$ cat src/rtl/fp_mul_pkg.sv
// Shared constants and FSM encodings for the FP multiplier issue queue.
// Holds the IEEE-754 single-precision field widths and the canonical quiet NaN.
package fp_mul_pkg;

  localparam int          FP_EXP_W = 8;
  localparam int          FP_MAN_W = 23;
  localparam logic [31:0] FP_QNAN  = 32'h7FC0_0000;

  typedef enum logic [1:0] {
    ST_IDLE  = 2'd0,
    ST_WAIT  = 2'd1,
    ST_DRAIN = 2'd2
  } fsm_state_e;

endpackage

$ cat src/rtl/fp_mul_operand_fifo.sv
// Operand-pair FIFO: DEPTH entries of W bits, head shows the oldest entry.
// Push is ignored when full and pop is ignored when empty.
module fp_mul_operand_fifo #(
  parameter int DEPTH = 4,
  parameter int W     = 64
) (
  input  logic                     clk,
  input  logic                     rst,
  input  logic                     push,
  input  logic [W-1:0]             data,
  input  logic                     pop,
  output logic [W-1:0]             head,
  output logic                     full,
  output logic                     empty,
  output logic [$clog2(DEPTH):0]   level
);

  localparam int             AW       = $clog2(DEPTH);
  localparam logic [AW:0]    FULL_CNT = (AW+1)'(DEPTH);

  logic [W-1:0]  mem [DEPTH];
  logic [AW-1:0] wr_ptr;
  logic [AW-1:0] rd_ptr;
  logic [AW:0]   count;
  logic          push_ok;
  logic          pop_ok;

  assign full    = (count == FULL_CNT);
  assign empty   = (count == '0);
  assign level   = count;
  assign head    = mem[rd_ptr];
  assign push_ok = push && !full;
  assign pop_ok  = pop && !empty;

  always_ff @(posedge clk) begin
    if (push_ok) mem[wr_ptr] <= data;
  end

  // DEPTH is a power of two, so the pointers wrap naturally.
  always_ff @(posedge clk or posedge rst) begin
    if (rst) begin
      wr_ptr <= '0;
      rd_ptr <= '0;
      count  <= '0;
    end else begin
      if (push_ok) wr_ptr <= wr_ptr + 1'b1;
      if (pop_ok)  rd_ptr <= rd_ptr + 1'b1;
      case ({push_ok, pop_ok})
        2'b10:   count <= count + 1'b1;
        2'b01:   count <= count - 1'b1;
        default: count <= count;
      endcase
    end
  end

endmodule

$ cat src/rtl/fp_mul_issue_queue.sv
// Issue queue in front of the FP multiplier: buffers operand pairs, issues one at a
// time, holds operands during the operation and registers the result. FP_MUL_WDOG_EN adds a watchdog.
module fp_mul_issue_queue
  import fp_mul_pkg::*;
#(
  parameter int DEPTH          = 4,
  parameter int DATA_W         = 32,
  parameter int TIMEOUT_CYCLES = 64
) (
  input  logic                       clk,
  input  logic                       rst,
  input  logic                       in_valid,
  output logic                       in_ready,
  input  logic [DATA_W-1:0]          in_op1,
  input  logic [DATA_W-1:0]          in_op2,
  output logic [DATA_W-1:0]          mul_op1,
  output logic [DATA_W-1:0]          mul_op2,
  output logic                       mul_in_rdy,
  input  logic [DATA_W-1:0]          mul_res,
  input  logic                       mul_res_rdy,
  output logic                       out_valid,
  input  logic                       out_ready,
  output logic [DATA_W-1:0]          out_res,
  output logic                       out_err,
  output logic [$clog2(DEPTH):0]     level,
  output logic [1:0]                 dbg_state
);

  // Handshakes: a transfer happens on a rising edge where valid && ready; valid
  // never depends on ready, and data is held stable while valid is high and not taken.

  fsm_state_e          state;
  logic                fifo_full;
  logic                fifo_empty;
  logic [2*DATA_W-1:0] fifo_head;
  logic                push;
  logic                issue;

  assign in_ready  = !fifo_full;
  assign push      = in_valid && in_ready;
  assign issue     = (state == ST_IDLE) && !fifo_empty && (!out_valid || out_ready);
  assign dbg_state = state;

  fp_mul_operand_fifo #(
    .DEPTH (DEPTH),
    .W     (2*DATA_W)
  ) u_fifo (
    .clk   (clk),
    .rst   (rst),
    .push  (push),
    .data  ({in_op1, in_op2}),
    .pop   (issue),
    .head  (fifo_head),
    .full  (fifo_full),
    .empty (fifo_empty),
    .level (level)
  );

`ifdef FP_MUL_WDOG_EN
  localparam int CNT_W = $clog2(TIMEOUT_CYCLES + 1);
  logic [CNT_W-1:0] wd_cnt;
  logic             out_err_q;
  assign out_err = out_err_q;
`else
  assign out_err = 1'b0;
`endif

  always_ff @(posedge clk or posedge rst) begin
    if (rst) begin
      state      <= ST_IDLE;
      mul_op1    <= '0;
      mul_op2    <= '0;
      mul_in_rdy <= 1'b0;
      out_valid  <= 1'b0;
      out_res    <= '0;
`ifdef FP_MUL_WDOG_EN
      out_err_q  <= 1'b0;
      wd_cnt     <= '0;
`endif
    end else begin
      if (out_valid && out_ready) out_valid <= 1'b0;
      case (state)
        ST_IDLE: begin
          if (issue) begin
            mul_op1    <= fifo_head[2*DATA_W-1:DATA_W];
            mul_op2    <= fifo_head[DATA_W-1:0];
            mul_in_rdy <= 1'b1;
            state      <= ST_WAIT;
`ifdef FP_MUL_WDOG_EN
            wd_cnt     <= '0;
`endif
          end
        end
        ST_WAIT: begin
          // Issue is gated on the output register, so a capture never overwrites un-acked data.
          if (mul_res_rdy) begin
            out_res    <= mul_res;
            out_valid  <= 1'b1;
            mul_in_rdy <= 1'b0;
            state      <= ST_IDLE;
`ifdef FP_MUL_WDOG_EN
            out_err_q  <= 1'b0;
          end else if (wd_cnt == CNT_W'(TIMEOUT_CYCLES - 1)) begin
            out_res    <= DATA_W'(FP_QNAN);
            out_err_q  <= 1'b1;
            out_valid  <= 1'b1;
            mul_in_rdy <= 1'b0;
            state      <= ST_DRAIN;
            wd_cnt     <= '0;
          end else begin
            wd_cnt     <= wd_cnt + 1'b1;
`endif
          end
        end
`ifdef FP_MUL_WDOG_EN
        ST_DRAIN: begin
          // A late result from the aborted operation is swallowed here.
          if (mul_res_rdy || (wd_cnt == CNT_W'(TIMEOUT_CYCLES - 1))) begin
            state  <= ST_IDLE;
            wd_cnt <= '0;
          end else begin
            wd_cnt <= wd_cnt + 1'b1;
          end
        end
`endif
        default: state <= ST_IDLE;
      endcase
    end
  end

endmodule

$ cat config.mk
export PLATFORM = sky130hd
export DESIGN_NAME = fp_mul_issue_queue
export DESIGN_NICKNAME = d
export VERILOG_FILES = /design/src/rtl/fp_mul_pkg.sv /design/src/rtl/fp_mul_operand_fifo.sv /design/src/rtl/fp_mul_issue_queue.sv
export SDC_FILE = /design/constraint.sdc
export NUM_CORES = 1
export LEC_CHECK = 0
export ABC_AREA = 1
export CORE_MARGIN = 2
export CORE_UTILIZATION = 40
export CTS_CLUSTER_SIZE = 20
export DETAILED_ROUTE_END_ITERATION = 10
export REMOVE_ABC_BUFFERS = 1
export SETUP_SLACK_MARGIN = 0.2
export SYNTH_ARGS = -nofsm -noshare
export SYNTH_HDL_FRONTEND = slang
export SYNTH_SLANG_ARGS = --single-unit
$ cat constraint.sdc
create_clock -name clk -period 4.36 [get_ports clk]
set_clock_uncertainty 0.05 [all_clocks]
set_input_delay 0.872 -clock clk [delete_from_list [all_inputs] [get_ports clk]]
set_output_delay 0.872 -clock clk [all_outputs]
set_load 0.02 [all_outputs]
Word level (Yosys, flattened, before mapping):

Memories as Yosys holds them, arrays and structs flattened. A register that Yosys moved wholly into a read port is not among the register bits.
Index checks and enable logic that the tools add are counted.
W data, S select, Z words.

* flip-flop bits (word level): 43
* memory bits (writable): 256
* bits of input ports: 101
* word-level logic and storage cells: 48
* memories kept: 1

Memory list
* u_fifo.mem: depth 4, bits a word 64, read ports 1, clocked after Yosys merged registers in 1, write ports 1, line fp_mul_operand_fifo.sv:21 `logic [W-1:0] mem [DEPTH];`

* add/subtract/negate cells: 4
* equality and inequality tests: 6
* muxes and demuxes: 12
* reductions and logical operators: 18

Operator list (number)
* $mux W1: 7
* $logic_and A1 B1 Y1: 6
* $pmux W3 S2: 1
* $reduce_and A2 Y1: 3
* $add A2 B1 Y2 const B: 2
* $eq A2 B1 Y1 const B: 2
* $mux W2: 2
* $pmux W2 S2: 1
* $reduce_bool A2 Y1: 2
* $add A3 B1 Y3 const B: 1
* $eq A3 B3 Y1 const B: 1
* $logic_not A1 Y1: 3
* $logic_not A3 Y1: 1
* $reduce_and A3 Y1: 1
* $sub A3 B1 Y3 const B: 1
* $eq A2 B2 Y1 const B: 1
* $logic_not A2 Y1: 1
* $ne A2 B1 Y1 const B: 1
* $ne A2 B2 Y1 const B: 1
* $pmux W1 S2: 1
* $logic_or A1 B1 Y1: 1

Depth between registers and ports, before layout:

* depth in word-level cells: 7
* mapped depth: 12
* mapped depth without buffers: 11

Hierarchy:

A second synthesis with hierarchy kept.

* cell total of the unflattened synthesis: 1244
* area total of the unflattened synthesis: 14604.0 um^2

Modules (own cells, without submodules)
* fp_mul_operand_fifo: times used 1, cells each 809, area each 10661.5 um^2, sequential area each 7862.5 um^2
* fp_mul_issue_queue: times used 1, cells each 435, area each 3942.5 um^2, sequential area each 2452.4 um^2

Worst setup path before layout:

No wires, ideal clock.

* path kind: input to register
* start point: input in_valid
* end point: memory u_fifo.mem[0][0], enable pin
* library setup time: 0.487 ns
* arrival: 3.720 ns
* slack: 0.103 ns
* cell stages on the path: 2
* cell sequence: nand2_1 -> nor2_1

* word-level cells in the longest chain between the ends: 4

Ends and longest elaborated chain
* start: declaration: line fp_mul_issue_queue.sv:12 `input logic in_valid,`
* $logic_and A1 B1 Y1: line fp_mul_issue_queue.sv:40 `assign push = in_valid && in_ready;`
* $logic_and A1 B1 Y1: line fp_mul_operand_fifo.sv:32 `assign push_ok = push && !full;`
* $mux W1: line fp_mul_operand_fifo.sv:36 `if (push_ok) mem[wr_ptr] <= data;`
* $mux W1 (implied by the code): line fp_mul_operand_fifo.sv:36
* end: declaration: line fp_mul_operand_fifo.sv:21

Every way passes these cells.

Final worst setup path:

* start point: register u_fifo.count[1] (netlist: u_fifo.level[1])
* end point: output in_ready

* word-level cells in the longest chain between the ends: 2

Ends and longest elaborated chain
* start: declaration: line fp_mul_operand_fifo.sv:24 `logic [AW:0] count;`
* start signal: assignment: line fp_mul_operand_fifo.sv:49 `2'b10: count <= count + 1'b1;`
* start signal: assignment: line fp_mul_operand_fifo.sv:50 `2'b01: count <= count - 1'b1;`
* start signal: assignment: line fp_mul_operand_fifo.sv:51 `default: count <= count;`
* $eq A3 B3 Y1: line fp_mul_operand_fifo.sv:28 `assign full = (count == FULL_CNT);`
* $logic_not A1 Y1: line fp_mul_issue_queue.sv:39 `assign in_ready = !fifo_full;`
* end: declaration: line fp_mul_issue_queue.sv:13 `output logic in_ready,`

Every way passes these cells.

==> out/qor.yml <==
ys_ff_latch: 361
drive_above_1_share_pct: 7.165
cts_max_level: 2
worst_r2r_startpoint: "u_fifo.rd_ptr[0]"
synth_area_per_cell_um2: 10.58
worst_slack_ps: 1672
worst_slew_pin_slew_ps: 1131
cts_buffers: 39
period_needed_ps: 2688
dpl.hpwl_um: 19390
min_to: "mul_op1[1]"
clock_latency_ps: 520
clk_pin_slew_ps: 60
reg2reg_depth: 7
hold_start: "mul_op1[1]"
synth_top_area_share_pct: 51.69
setup_viol_count_final: 0
yosysTopAreaCell: "edfxtp_1"
finalHoldViolations: 0
p_leak_nw: 8.392
grt_pass1_wl_um: 52070
num_rows: 70
worst_ep_required_time_ps: 3440
vias: 9701
slew_headroom_pct: 24.50
cap_violations: 0
start_kind: "register"
start_util_pct: 40.62
ys.flop_type: "edfxtp_1"
ys_types: 24
synth-edff-count: 256
grt_overflow: 0
min_path_type: "reg -> reg"
ys_async_sr_fraction_pct: 29.09
cts_root_buf: "clkbuf_16"
fill_cells: 3248
final_nets: 1709
wl_per_cell_um: 15.72
ant_nets: 0
crit_path_max_fanout: 4
antenna_found_initial: 3
critPathCaptureType: "output pin"
place_ws_ps: 1212
yosysMostFrequentCell: "nand2_1"
drt_iter0_markers: 545
cts_tree: "done"
cts_buffer_depth: 3
rsz0062_at_grt: "false"
grt_pass1_vias: 9515
max_freq_mhz: 372.1
netlist_area_um2: 14870
setup_tns_ps: 0
grtUsageTotal_pct: 17.13
ys_top_cells_by_count: "525 x nand2_1, 270 x inv_1, 256 x edfxtp_1, 129 x nand3_1, 105 x dfrtp_1"
wirelength_um: 33050
via_per_inst: 4.615
firstDrtPassIters: 5
hold_depth: 2
crit_start: "u_fifo.level[1]"
design.core.area_um2: 36610
slew_violations: 0
die_w_um: 196.8
drc: 0
io_buffers: 203
io_pins: 206
cts_resized: 0
finalCritPeriodShare_pct: 61.64
timing.reg2reg.setup_slack_ps: 1890
status: "finished, final reports clean"
die_h_um: 196.8
setup.worst_path.class: "reg -> out"
routabilityCongestion: 0.7253
timing.rr.end: "mul_op1[24]"
cts_hold_buf: 0
numClockSinks: 361
yosysSeqAreaShare_pct: 69.36
ys_warn_count: 0
die-area_um2: 38740
vdd_drop_max_v: 0.0004030
powerDensity_nw_per_um2: 707.8
postCtsSetupRepairBufs: 0
syn-instance-count: 1405
grt_max_degree: 80
syn2layout_area_growth_pct: 24.66
worst_ep_arrival_time_ps: 1770
netlist_top_cells_area: "edfxtp_1 52%, dfrtp_1 18%, nand2_1 13%"
## cell usage in the layout (no fill, tap or decap), types with 4 or more instances in the layout
| cell type | n |
|---|---|
| nand3_1 | 129 |
| nor2_4 | 4 |
| clkinv_2 | 11 |
| buf_4 | 9 |
| ha_1 | 5 |
| clkbuf_1 | 9 |
| clkbuf_16 | 40 |
| dfrtp_1 | 103 |
| clkinv_1 | 5 |
| clkdlybuf4s50_1 | 203 |
| nand2_1 | 525 |
| edfxtp_1 | 256 |
| mux2_2 | 32 |
| buf_12 | 5 |
| inv_1 | 269 |
## stage by stage
step	utilization [%]	std cells	hold WS (ps)	total power [mW]	area (µm²)
finish	50.64	2102	424.5	13.12	18540
floorplan	-	1344	442.3	8.089	14510
global placement	47.38	2029	412.3	10.14	17350
global route	50.63	2101	451.7	14.01	18540
detailed placement	47.38	2029	414.0	10.21	17350
CTS	50.63	2101	429.7	13.32	18540
## registers in the layout, summed over array words and instances, names as in the netlist
register	count
mul_in_rdy	1
u_fifo.rd_ptr	2
u_fifo.level	3
u_fifo.mem	256
out_res	32
mul_op1	32
u_fifo.wr_ptr	2
mul_op2	32
out_valid	1
## cell type report
type | instances | area (µm²) | share of cell area (%)
Clock inverter | 21 | 128.9 | 0.6952
Sequential cell | 361 | 10320 | 55.68
Antenna cell | 1 | 2.502 | 0.01350
Tap cell | 468 | 585.6 | 3.159
Timing Repair Buffer | 217 | 2200 | 11.86
Multi-Input combinational cell | 710 | 3206 | 17.29
Clock buffer | 51 | 1062 | 5.730
Inverter | 273 | 1032 | 5.568
## logic make-up after synthesis
logic type	Yosys count	share of synthesized area [%]
multiplexers	32	2.423
adder cells (fa/ha/maj)	6	0.5553
buffers and inverters	335	9.364
XOR/XNOR	4	0.2356
AND/OR/NAND/NOR	663	17.94
other	1	0.02522
AO/OA/AOI/OAI	3	0.1009
flip-flops	361	69.36
## worst max path at each step
stage / endpoint / slack [ps] / cells after the start
2_1_floorplan: mul_op1[0] / 20 / 6
3_3_place_gp: u_fifo.level[2] / 1200 / 12
3_5_place_dp: u_fifo.mem[3][36] / 1210 / 4
4_1_cts: in_ready / 1640 / 3
5_1_grt: in_ready / 1540 / 3
6_report: in_ready / 1670 / 3
## per-layer routing
metal,vias up,share of wire (%),GRT usage (%)
li1,4764,-,-
met1,4629,45,23.13
met2,253,47,28.63
met3,51,6.1,3.388
met4,4,1.8,4.121
met5,-,0.097,0
## report_power, final
group / internal, mW / total (mW) / switching, mW / leakage, nW
clock: 1.73 / 3.07 / 1.34 / 0.581
sequential: 4.71 / 5.15 / 0.436 / 3.61
combinational: 1.86 / 4.90 / 3.04 / 4.20
## critical path, cell delays in order, from the launching register on
cell and delay (ps):
dfrtp_1 420, nor2_2 150, nand2_1 110, clkdlybuf4s50_1 570
No activity file was read; power rests on OpenSTA's default activity.
